### src/rtl/systolic_input_feeder_pkg.sv
// Shared definitions for the systolic array input feeder and its companion
// output accumulate buffer.
// Build option: SYSTOLIC_FEEDER_SKEW_EN selects the diagonally skewed drain
// (7 cycles). When it is left undefined, all rows issue together (4 cycles).
package systolic_pkg;

   localparam int DATA_W         = 32;
   localparam int N              = 4;
   localparam int DEPTH          = 16;
   localparam int SKEW_DRAIN_LEN = 7;
   localparam int FLAT_DRAIN_LEN = 4;

`ifdef SYSTOLIC_FEEDER_SKEW_EN
   localparam bit SKEW_EN   = 1'b1;
   localparam int DRAIN_LEN = SKEW_DRAIN_LEN;
`else
   localparam bit SKEW_EN   = 1'b0;
   localparam int DRAIN_LEN = FLAT_DRAIN_LEN;
`endif

   typedef enum logic {
      FILL  = 1'b0,
      DRAIN = 1'b1
   } feeder_state_t;

   // Number of drain cycles by which row r trails row 0.
   function automatic int row_lag(input int r);
      return SKEW_EN ? r : 0;
   endfunction

endpackage

### src/rtl/systolic_input_feeder_if.sv
// Bus bundle between the DMA stream source, the feeder and the array rows.
// Handshake: a word moves on a rising clock edge where i_valid && o_ready are
// both high. o_ready comes straight from the state register, and the source
// must hold i_data stable until that edge. The row outputs have no
// back-pressure: the array consumes a row operand in every cycle where its
// o_validN is high.
interface systolic_input_feeder_if;
   import systolic_pkg::*;

   logic [DATA_W-1:0] i_data;
   logic              i_valid;
   logic              o_ready;
   logic [DATA_W-1:0] o_data1;
   logic [DATA_W-1:0] o_data2;
   logic [DATA_W-1:0] o_data3;
   logic [DATA_W-1:0] o_data4;
   logic              o_valid1;
   logic              o_valid2;
   logic              o_valid3;
   logic              o_valid4;
   logic              o_busy;
   logic              o_done;
   feeder_state_t     dbg_state;

   modport slave (
      input  i_data, i_valid,
      output o_ready,
      output o_data1, o_data2, o_data3, o_data4,
      output o_valid1, o_valid2, o_valid3, o_valid4,
      output o_busy, o_done, dbg_state
   );

   modport master (
      output i_data, i_valid,
      input  o_ready,
      input  o_data1, o_data2, o_data3, o_data4,
      input  o_valid1, o_valid2, o_valid3, o_valid4,
      input  o_busy, o_done, dbg_state
   );

endinterface

### src/rtl/systolic_input_feeder_row_issue.sv
// One row of the feeder output stage. It picks the column that is due for
// this row in the coming drain step and registers it together with its valid.
// The row lag comes from systolic_pkg::row_lag, which in turn depends on
// SYSTOLIC_FEEDER_SKEW_EN.
module feeder_row_issue
   import systolic_pkg::*;
#(
   parameter int R = 0
) (
   input  logic                       i_clk,
   input  logic                       i_rst,
   input  logic [2:0]                 i_t,
   input  logic [N-1:0][DATA_W-1:0]   i_words,
   input  logic                       i_drain,
   output logic [DATA_W-1:0]          o_data,
   output logic                       o_valid
);

   localparam int LAG = row_lag(R);

   logic [3:0]        col_ofs;
   logic              issue_d;
   logic [DATA_W-1:0] data_q;
   logic              valid_q;

   // Column offset for step t. A step before this row's start wraps to a large
   // value, so one unsigned bound check covers both ends of the window.
   always_comb begin
      col_ofs = {1'b0, i_t} - 4'(LAG);
      issue_d = i_drain && (col_ofs <= 4'd3);
   end

   // Registered row operand. The data holds its last value when the row is idle.
   always_ff @(posedge i_clk or negedge i_rst) begin
      if (!i_rst) begin
         data_q  <= '0;
         valid_q <= 1'b0;
      end else begin
         valid_q <= issue_d;
         if (issue_d) begin
            data_q <= i_words[col_ofs[1:0]];
         end
      end
   end

   assign o_data  = data_q;
   assign o_valid = valid_q;

endmodule

### src/rtl/systolic_input_feeder.sv
// Systolic array input feeder. It collects a 16-word row-major tile from the
// DMA stream and then drains it into the four array rows.
// Build option: SYSTOLIC_FEEDER_SKEW_EN selects the diagonal skew (7-cycle
// drain). The default build issues all rows in lockstep (4-cycle drain).
module systolic_input_feeder
   import systolic_pkg::*;
(
   input  logic                     i_clk,
   input  logic                     i_rst,
   systolic_input_feeder_if.slave   bus
);

   localparam logic [2:0] T_LAST    = 3'(DRAIN_LEN - 1);
   localparam logic [4:0] WR_LAST   = 5'(DEPTH - 1);

   feeder_state_t     state_q, state_d;
   logic [4:0]        wr_cnt_q, wr_cnt_d;
   logic [2:0]        t_q, t_d;
   logic              done_q, done_d;
   logic              accept;
   logic              drain_d;
   logic [DATA_W-1:0] buf_q [DEPTH];

   logic [N-1:0][DATA_W-1:0] row_words [N];
   logic [DATA_W-1:0]        row_data  [N];
   logic                     row_valid [N];

   assign accept  = (state_q == FILL) && bus.i_valid;
   assign drain_d = (state_d == DRAIN);

   // Next-state logic for the fill/drain sequencer and its counters.
   always_comb begin
      state_d  = state_q;
      wr_cnt_d = wr_cnt_q;
      t_d      = t_q;
      done_d   = 1'b0;
      case (state_q)
         FILL: begin
            if (accept) begin
               if (wr_cnt_q == WR_LAST) begin
                  state_d  = DRAIN;
                  wr_cnt_d = '0;
                  t_d      = '0;
               end else begin
                  wr_cnt_d = wr_cnt_q + 5'd1;
               end
            end
         end
         DRAIN: begin
            if (t_q == T_LAST) begin
               state_d = FILL;
               t_d     = '0;
               done_d  = 1'b1;
            end else begin
               t_d = t_q + 3'd1;
            end
         end
         default: state_d = FILL;
      endcase
   end

   // Sequencer registers. A reset abandons any partial tile.
   always_ff @(posedge i_clk or negedge i_rst) begin
      if (!i_rst) begin
         state_q  <= FILL;
         wr_cnt_q <= '0;
         t_q      <= '0;
         done_q   <= 1'b0;
      end else begin
         state_q  <= state_d;
         wr_cnt_q <= wr_cnt_d;
         t_q      <= t_d;
         done_q   <= done_d;
      end
   end

   // Tile storage. Its contents are meaningless until a full tile has landed.
   always_ff @(posedge i_clk) begin
      if (accept) begin
         buf_q[wr_cnt_q[3:0]] <= bus.i_data;
      end
   end

   // The row stages are fed the next-step counter, so the first operand
   // appears in the cycle right after the edge that accepts word 15.
   for (genvar r = 0; r < N; r++) begin : g_row
      for (genvar c = 0; c < N; c++) begin : g_col
         assign row_words[r][c] = buf_q[r*N + c];
      end
      feeder_row_issue #(.R(r)) u_row_issue (
         .i_clk   (i_clk),
         .i_rst   (i_rst),
         .i_t     (t_d),
         .i_words (row_words[r]),
         .i_drain (drain_d),
         .o_data  (row_data[r]),
         .o_valid (row_valid[r])
      );
   end

   assign bus.o_ready   = (state_q == FILL);
   assign bus.o_busy    = (state_q == DRAIN);
   assign bus.o_done    = done_q;
   assign bus.dbg_state = state_q;
   assign bus.o_data1   = row_data[0];
   assign bus.o_data2   = row_data[1];
   assign bus.o_data3   = row_data[2];
   assign bus.o_data4   = row_data[3];
   assign bus.o_valid1  = row_valid[0];
   assign bus.o_valid2  = row_valid[1];
   assign bus.o_valid3  = row_valid[2];
   assign bus.o_valid4  = row_valid[3];

endmodule

### src/flat_wrapper.sv
// flat-port wrapper written by rule: the top's interface ports become plain ports
module systolic_input_feeder_flat import systolic_pkg::*;
  (i_clk, i_rst, bus_i_data, bus_i_valid, bus_o_ready, bus_o_data1, bus_o_data2, bus_o_data3, bus_o_data4, bus_o_valid1, bus_o_valid2, bus_o_valid3, bus_o_valid4, bus_o_busy, bus_o_done, bus_dbg_state);
  systolic_input_feeder_if bus_i ();
  input  logic i_clk;
  input  logic i_rst;
  input wire logic [$bits(bus_i.i_data)-1:0] bus_i_data;
  input wire logic [$bits(bus_i.i_valid)-1:0] bus_i_valid;
  output wire logic [$bits(bus_i.o_ready)-1:0] bus_o_ready;
  output wire logic [$bits(bus_i.o_data1)-1:0] bus_o_data1;
  output wire logic [$bits(bus_i.o_data2)-1:0] bus_o_data2;
  output wire logic [$bits(bus_i.o_data3)-1:0] bus_o_data3;
  output wire logic [$bits(bus_i.o_data4)-1:0] bus_o_data4;
  output wire logic [$bits(bus_i.o_valid1)-1:0] bus_o_valid1;
  output wire logic [$bits(bus_i.o_valid2)-1:0] bus_o_valid2;
  output wire logic [$bits(bus_i.o_valid3)-1:0] bus_o_valid3;
  output wire logic [$bits(bus_i.o_valid4)-1:0] bus_o_valid4;
  output wire logic [$bits(bus_i.o_busy)-1:0] bus_o_busy;
  output wire logic [$bits(bus_i.o_done)-1:0] bus_o_done;
  output wire logic [$bits(bus_i.dbg_state)-1:0] bus_dbg_state;
  assign bus_i.i_data = bus_i_data;
  assign bus_i.i_valid = bus_i_valid;
  assign bus_o_ready = bus_i.o_ready;
  assign bus_o_data1 = bus_i.o_data1;
  assign bus_o_data2 = bus_i.o_data2;
  assign bus_o_data3 = bus_i.o_data3;
  assign bus_o_data4 = bus_i.o_data4;
  assign bus_o_valid1 = bus_i.o_valid1;
  assign bus_o_valid2 = bus_i.o_valid2;
  assign bus_o_valid3 = bus_i.o_valid3;
  assign bus_o_valid4 = bus_i.o_valid4;
  assign bus_o_busy = bus_i.o_busy;
  assign bus_o_done = bus_i.o_done;
  assign bus_dbg_state = bus_i.dbg_state;
  systolic_input_feeder u_core (.i_clk(i_clk), .i_rst(i_rst), .bus(bus_i));
endmodule
### config.mk
export PLATFORM = sky130hd
export DESIGN_NAME = systolic_input_feeder_flat
export DESIGN_NICKNAME = d
export VERILOG_FILES = /design/src/rtl/systolic_input_feeder_pkg.sv /design/src/rtl/systolic_input_feeder_if.sv /design/src/rtl/systolic_input_feeder_row_issue.sv /design/src/rtl/systolic_input_feeder.sv /design/src/flat_wrapper.sv
export SDC_FILE = /design/constraint.sdc
export NUM_CORES = 1
export LEC_CHECK = 0
export ABC_AREA = 1
export BUFFER_PORTS_ARGS = -buffer_cell sky130_fd_sc_hd__buf_2
export CORE_MARGIN = 2
export CORE_UTILIZATION = 60
export CTS_CLUSTER_SIZE = 8
export DETAILED_ROUTE_END_ITERATION = 16
export GPL_ROUTABILITY_DRIVEN = 0
export GPL_TIMING_DRIVEN = 0
export HOLD_SLACK_MARGIN = 0.08
export PLACE_DENSITY = 0.78
export SYNTH_ARGS = -nofsm -noshare
export SYNTH_HDL_FRONTEND = slang
export SYNTH_HIERARCHICAL = 1
export SYNTH_SLANG_ARGS = --single-unit
### constraint.sdc
create_clock -name i_clk -period 7.27 [get_ports i_clk]
set_clock_uncertainty 0.1 [all_clocks]
set_input_delay 0.727 -clock i_clk [delete_from_list [all_inputs] [get_ports i_clk]]
set_output_delay 0.727 -clock i_clk [all_outputs]
set_load 0.005 [all_outputs]
==> results of run 1 <==
==> power groups by stage <==
stage                     registers [uW]  logic, uW  clock network, uW
after floorplan                     5030       2590                  0
after global placement              5020       3920                  0
after detailed placement            5030       4160                  0
after CTS                           4980       4230               3890
after global routing                5030       4710               4060
final                               4980       4270               3840
==> synth_stat cells (all sizes together) <==
cell type / number
buf: 93
edfxtp: 512
clkbuf: 12
or2: 1
nor2: 27
a21oi: 1
dfrtp: 142
xor2: 1
inv: 537
nand2: 1043
ha: 5
o21ai: 2
nand3: 263
==> final cells by class <==
class / count / area (sq um) / share of cell area (%)
Sequential cell: 654 / 18900 / 59.8
Tap cell: 592 / 741 / 2.34
Buffer: 105 / 628 / 1.99
Clock inverter: 2 / 17.5 / 0.0554
Inverter: 537 / 2020 / 6.37
Timing Repair Buffer: 181 / 1100 / 3.48
Multi-Input combinational cell: 1343 / 5610 / 17.7
Clock buffer: 162 / 2600 / 8.21
==> metal layers <==
layer	vias to the layer above	wire length (microns)
met4	4	2390
li1	8727	-
met3	176	5150
met5	-	20
met1	9127	24000
met2	922	31700
==> state kept, by name, indices dropped and copies added (netlist names) <==
name and count:
u_core/g_row.u_row_issue/o_valid 4, u_core/bus.o_done 1, u_core/buf_q 512, u_core/wr_cnt_q 5, u_core/bus.dbg_state 1, u_core/t_q 3
u_core/g_row.u_row_issue/o_data 128
==> kinds of logic after synthesis <==
logic type,after synthesis,synth area share (%)
adders and majority gates,5,0.231
DFF,654,69.9
buffers and inverters,642,9.77
xor gates and xnor gates,1,0.0324
AOI/OAI and AO/OA,3,0.0693
and+or+nand+nor,1334,20.0
==> how the worst max path moves through the flow <==
| stage | depth (start not counted) | slack, ns | to | startpoint |
|---|---|---|---|---|
| 3_3_place_gp | 5 | 3.10 | u_core/buf_q[0][14] | bus_i_valid |
| 6_report | 9 | 3.69 | u_core/g_row[2].u_row_issue/o_data[6] | u_core/bus.dbg_state |
| 3_5_place_dp | 11 | 3.48 | u_core/g_row[2].u_row_issue/o_data[3] | bus_i_valid |
| 5_1_grt | 9 | 3.53 | u_core/g_row[1].u_row_issue/o_data[29] | u_core/bus.dbg_state |
| 2_1_floorplan | 4 | 4.29 | u_core/buf_q[0][0] | bus_i_valid |
| 4_1_cts | 9 | 3.75 | u_core/g_row[2].u_row_issue/o_data[6] | u_core/bus.dbg_state |
==> layout by cell type, fill, tap and decap left out, types with 2 or more instances in the layout <==
cell type	count
nor2_4	22
edfxtp_1	512
inv_6	2
ha_1	5
nand3_1	262
buf_12	8
buf_4	17
clkbuf_16	93
inv_1	524
nor2_1	5
o21ai_0	2
dfrtp_1	142
buf_2	233
buf_16	3
inv_2	13
buf_6	13
clkbuf_1	80
nand2_1	1041
==> per-stage QoR <==
step | utilization, % | hold slack (ns) | total power, uW | area, sq um | cells
2_1_floorplan | - | 0.323 | 7620 | 27100 | 2639
3_3_place_gp | 64.5 | 0.357 | 8940 | 28700 | 3401
3_5_place_dp | 65.3 | 0.360 | 9190 | 29000 | 3412
4_1_cts | 71.2 | 0.0955 | 13100 | 31600 | 3576
5_1_grt | 71.2 | 0.132 | 13800 | 31600 | 3576
6_report | 71.2 | 0.0673 | 13100 | 31600 | 3576
==> results.yml, run 1 <==
outcome:
  status: "finished clean"
synthesis:
  ys_ff_latch: 654
  yosys-top-cells-area: "edfxtp_1 (57%), nand2_1 (14%), dfrtp_1 (13%)"
  yosysWarningCount: 6
  yosys.area.top_type_share_pct: 56.8
  synth_top_area_cell: "edfxtp_1"
  syn_nets: 2679
  syn_inst: 2639
  syn_avg_cell_area_sq_um: 10.3
  synthDistinctLibCells: 20
  syn_area_sq_mm: 0.0271
  ys_seq_area_share_pct: 69.9
power:
  clkPwrFrac_pct: 29.4
  power_switching_share_pct: 35.2
  p_comb_share_pct: 32.6
  internal-power_uw: 8490
  pwr-share-seq_pct: 38.0
  p_sw_uw: 4600
  p_per_area_mw_per_mm2: 414
  peakVddDrop_mv: 0.220
  p_leak_uw: 0.0151
worst_setup_path:
  worstReg2RegStart: "u_core/bus.dbg_state"
  worst_path_largest_cell_delay_ns: 0.92
  worstPathMaxFanout: 34
  cp-start-kind: "register"
  cp_slowest_cell: "nor2_4"
  endpoint_kind: "register"
  path_class: "register to register"
  r2r_slack_ns: 3.69
  reg2regPathDepth: 9
  cp_common_cell: "nor2_4"
  cp.required_ns: 7.65
  critPathTopFamily: "simple AND/OR/NAND/NOR gates"
  worstPathCellList: "nor2_4 -> nand2_4 -> nor2_4 -> a21oi_2 -> nor2_4 -> inv_2 -> clkbuf_1 -> nand2_1 -> nand2_1"
  timing.rr.end: "u_core/g_row[2].u_row_issue/o_data[6]"
  arrival_ns: 3.96
  path_buf_inv: 2
die:
  coreArea_sq_mm: 0.0444
  start_util_pct: 60.9
  boundaryPins: 171
  die_h_microns: 216
  die_w_microns: 216
  row_count: 77
  dieArea_sq_mm: 0.0468
min_path:
  min_path_type: "input port to async pin"
timing:
  setup_slack_ns: 3.69
  relSlewSlack_pct: 20.0
  setup_violations: 0
  fmax_mhz: 279
  hold_violations: 0
  slew_viol_final: 0
  min_period_ns: 3.58
  fin_crit_sh_pct: 49.3
  tightest_slew_ns: 1.20
  setup_tns_ns: 0
  rsz0062_at_grt: "no"
route:
  drt_pass1_iterations: 6
  viasPerCell: 5.30
  routedWlPerCell_microns: 17.7
  first_iter_violations: 1929
  wl_microns: 63300
  routed-via-count: 18956
  drc: 0
  drtAntennaViolNets: 0
clocking:
  cts_tree: "done"
  path_clk_slew_ns: 0.05
  clkSinkCount: 654
  clockRootBuffer: "clkbuf_16"
  cts_hold_buf: 0
  clk_latency_ns: 0.61
  cts_max_path_buffers: 3
  ctsResizeCount: 0
  post_cts_buffers: 0
  h-tree-depth: 3
  cts-buffers-inserted: 91
global_routing:
  grt_overflow: 0
  grt_pass1_vias: 19247
  gr-usage-all-layers_pct: 27.4
  met1_usage_pct: 34.6
  grtUsageMet2_pct: 46.6
  busiest_layer: "met2"
  grt_max_degree: 81
  antenna_found_initial: 2
  grt_pass1_wl_microns: 99200
  grt_use_met3_pct: 4.34
placed_design:
  dp_hpwl_microns: 41200
  dp_slack_ns: 3.48
  port_buffers: 170
finish:
  num-fill-cells: 2876
  layout-drive-gt1-share_pct: 13.7
  antenna_cells: 0
  nNetsFinal: 2953
  syn_to_final_growth_pct: 16.9
run:
  cap_violations: 0
Power figures use the tool's default switching activity.
==> run 2: changes to the inputs <==
--- a/config.mk
+++ b/config.mk
@@ -8,13 +8,13 @@
 export ABC_AREA = 1
 export BUFFER_PORTS_ARGS = -buffer_cell sky130_fd_sc_hd__buf_2
 export CORE_MARGIN = 2
-export CORE_UTILIZATION = 60
+export CORE_UTILIZATION = 55
 export CTS_CLUSTER_SIZE = 8
 export DETAILED_ROUTE_END_ITERATION = 16
 export GPL_ROUTABILITY_DRIVEN = 0
 export GPL_TIMING_DRIVEN = 0
 export HOLD_SLACK_MARGIN = 0.08
-export PLACE_DENSITY = 0.78
+export PLACE_DENSITY = 0.75
 export SYNTH_ARGS = -nofsm -noshare
 export SYNTH_HDL_FRONTEND = slang
 export SYNTH_HIERARCHICAL = 1
==> constraint.sdc (replaced) <==
create_clock -name i_clk -period 3.2 [get_ports i_clk]
set_clock_uncertainty 0.1 [all_clocks]
set_input_delay 0.32 -clock i_clk [delete_from_list [all_inputs] [get_ports i_clk]]
set_output_delay 0.32 -clock i_clk [all_outputs]
set_load 0.005 [all_outputs]
==> run 2 against run 1 <==
Compared with the run above:
- clock power is 130% higher
- critical path type unchanged
- sequential share of layout area down 0.70 points
- via count is 2.5% lower
- combinational power increased by 130%
- hold slack gained 0.081 ns
- setup slack lost 3.2 ns
- highest routed layer is now met4
- total power up 130%
- routed wire length shrank 2.5%
- sequential power rose by 130%
==> results.yml, run 2 (synthesis results as in run 1) <==
worst_setup_path:
  worstPathMaxFanout: 10
  cp-start-kind: "register"
  cp_common_cell: "nand2_1"
  crit_start: "u_core/wr_cnt_q[3]"
  timing.rr.end: "u_core/g_row[2].u_row_issue/o_data[0]"
  cp.required_ns: 3.58
  worst_path_largest_cell_delay_ns: 0.43
  arrival_ns: 3.09
  r2r_slack_ns: 0.49
  path_buf_inv: 2
  cp_slowest_cell: "dfrtp_1"
  worstReg2RegStart: "u_core/wr_cnt_q[3]"
  worstPathCellList: "nand2_2 -> nor2_4 -> nand3_2 -> nand3_1 -> nand2_1 -> inv_2 -> buf_2 -> nand2_1 -> nand3_1 -> nand2_1 -> nand2_1 -> nand2_1"
  critPathTopFamily: "simple AND/OR/NAND/NOR gates"
  reg2regPathDepth: 12
  endpoint_kind: "register"
  path_class: "register to register"
clocking:
  cts_max_path_buffers: 3
  clkSinkCount: 654
  cts-buffers-inserted: 91
  clk_latency_ns: 0.61
  h-tree-depth: 3
  path_clk_slew_ns: 0.05
  ctsResizeCount: 0
  cts_tree: "done"
  clockRootBuffer: "clkbuf_16"
placed_design:
  dp_hpwl_microns: 40500
  dpl-instance-area_sq_mm: 0.0290
  port_buffers: 170
die:
  start_util_pct: 55.5
  die_h_microns: 226
  boundaryPins: 171
  row_count: 81
  die_w_microns: 226
  coreArea_sq_mm: 0.0487
  dieArea_sq_mm: 0.0510
power:
  power_switching_share_pct: 35.0
  p_leak_uw: 0.0152
  p_sw_uw: 10400
  p_per_area_mw_per_mm2: 927
  internal-power_uw: 19300
  pwr-share-seq_pct: 38.1
  p_comb_share_pct: 32.4
  total_power_uw: 29700
  peakVddDrop_mv: 0.444
  clkPwrFrac_pct: 29.5
finish:
  num-fill-cells: 3502
  seq_area_sq_mm: 0.0189
  multi_input_area_sq_mm: 0.00562
  finish.utilization_pct: 65.7
  largest_reg_flops: 512
  nNetsFinal: 2986
  final_cell_area_sq_mm: 0.0320
  final_cell_mix: "nand2_1 (1041), inv_1 (524), edfxtp_1 (512)"
  syn_to_final_growth_pct: 18.2
  layout_commonest_cell: "nand2_1"
  layout-drive-gt1-share_pct: 13.5
timing:
  hold_violations: 0
  fmax_mhz: 369
  tightest_slew_ns: 1.22
  rsz0062_at_grt: "no"
  min_period_ns: 2.71
  relSlewSlack_pct: 18.9
  setup_violations: 0
  fin_crit_sh_pct: 84.8
  slew_viol_final: 0
global_routing:
  grt_max_degree: 84
  grt_overflow: 0
  grt_pass1_wl_microns: 96300
  grt_pass1_vias: 18783
  antenna_found_initial: 1
  gr-usage-all-layers_pct: 24.6
route:
  routedWlPerCell_microns: 16.8
  drc: 0
  drt_pass1_iterations: 7
  viasPerCell: 5.02
  wl_microns: 61700
  first_iter_violations: 1431
  routed-via-count: 18482
  drtAntennaViolNets: 0
outcome:
  status: "finished clean"
min_path:
  min_path_type: "input port to async pin"
run:
  cap_violations: 0
-- run 2: routing by layer --
metal / vias to the layer above / share of wire [%] / global-route usage [%]
met2: 646 / 50 / 41.5
met5: - / 0 / 0
met3: 166 / 6.3 / 3.68
met4: 0 / 4.3 / 12.6
li1: 8808 / - / -
met1: 8862 / 40 / 31.0
-- run 2: final cells by class --
cell class	instances	share of cell area, %
sequential	654	59.1
multi-input combinational	1344	17.5
clock buffer	165	8.12
inverter	537	6.30
timing repair buffer	213	4.29
tap	664	2.60
buffer	105	1.96
clock inverter	2	0.0547
antenna	1	0.00782
-- run 2: what timing repair did --
action | 4_1_cts | 5_1_grt
hold endpoints to repair | 574 | 0
endpoints found under the setup margin | 120 | 113
pin swaps | 1 | 1
setup buffers | 0 | 1
hold buffers | 34 | 0
gates cloned | 1 | 0
-- run 2: worst max path at each step --
stage,depth (start not counted),endpoint,slack [ns]
after CTS,9,u_core/g_row[2].u_row_issue/o_data[29],0.09
after global routing,11,u_core/g_row[2].u_row_issue/o_data[20],0.32
after detailed placement,9,u_core/g_row[2].u_row_issue/o_data[29],-0.23
final,12,u_core/g_row[2].u_row_issue/o_data[0],0.49
after global placement,3,u_core/buf_q[12][12],-0.63
after floorplan,3,u_core/buf_q[0][0],0.49
-- run 2: worst reg2reg max path, cell delays in order, from the launching register on --
cell and delay (ns):
dfrtp_1 0.43, nand2_2 0.25, nor2_4 0.17, nand3_2 0.13, nand3_1 0.11, nand2_1 0.32
inv_2 0.33, buf_2 0.27, nand2_1 0.08, nand3_1 0.09, nand2_1 0.08, nand2_1 0.13
nand2_1 0.08
-- run 2: power groups by stage --
stage	registers, uW	logic [uW]	clock network, uW
floorplan	11400	5890	0
global placement	11400	8910	0
detailed placement	11400	9380	0
CTS	11300	9540	8860
global route	11400	10700	9230
finish	11300	9620	8740
-- run 2: through the flow --
| step | TNS, ns | setup slack (ns) | cells | hold WS, ns |
|---|---|---|---|---|
| after detailed placement | -19.41 | -0.234 | 3481 | 0.256 |
| after CTS | 0 | 0.0888 | 3683 | 0.177 |
| final | 0 | 0.488 | 3685 | 0.149 |
| after global placement | -247.72 | -0.631 | 3473 | 0.359 |
| after global routing | 0 | 0.324 | 3685 | 0.216 |
| after floorplan | 0 | 0.486 | 2639 | -0.0756 |
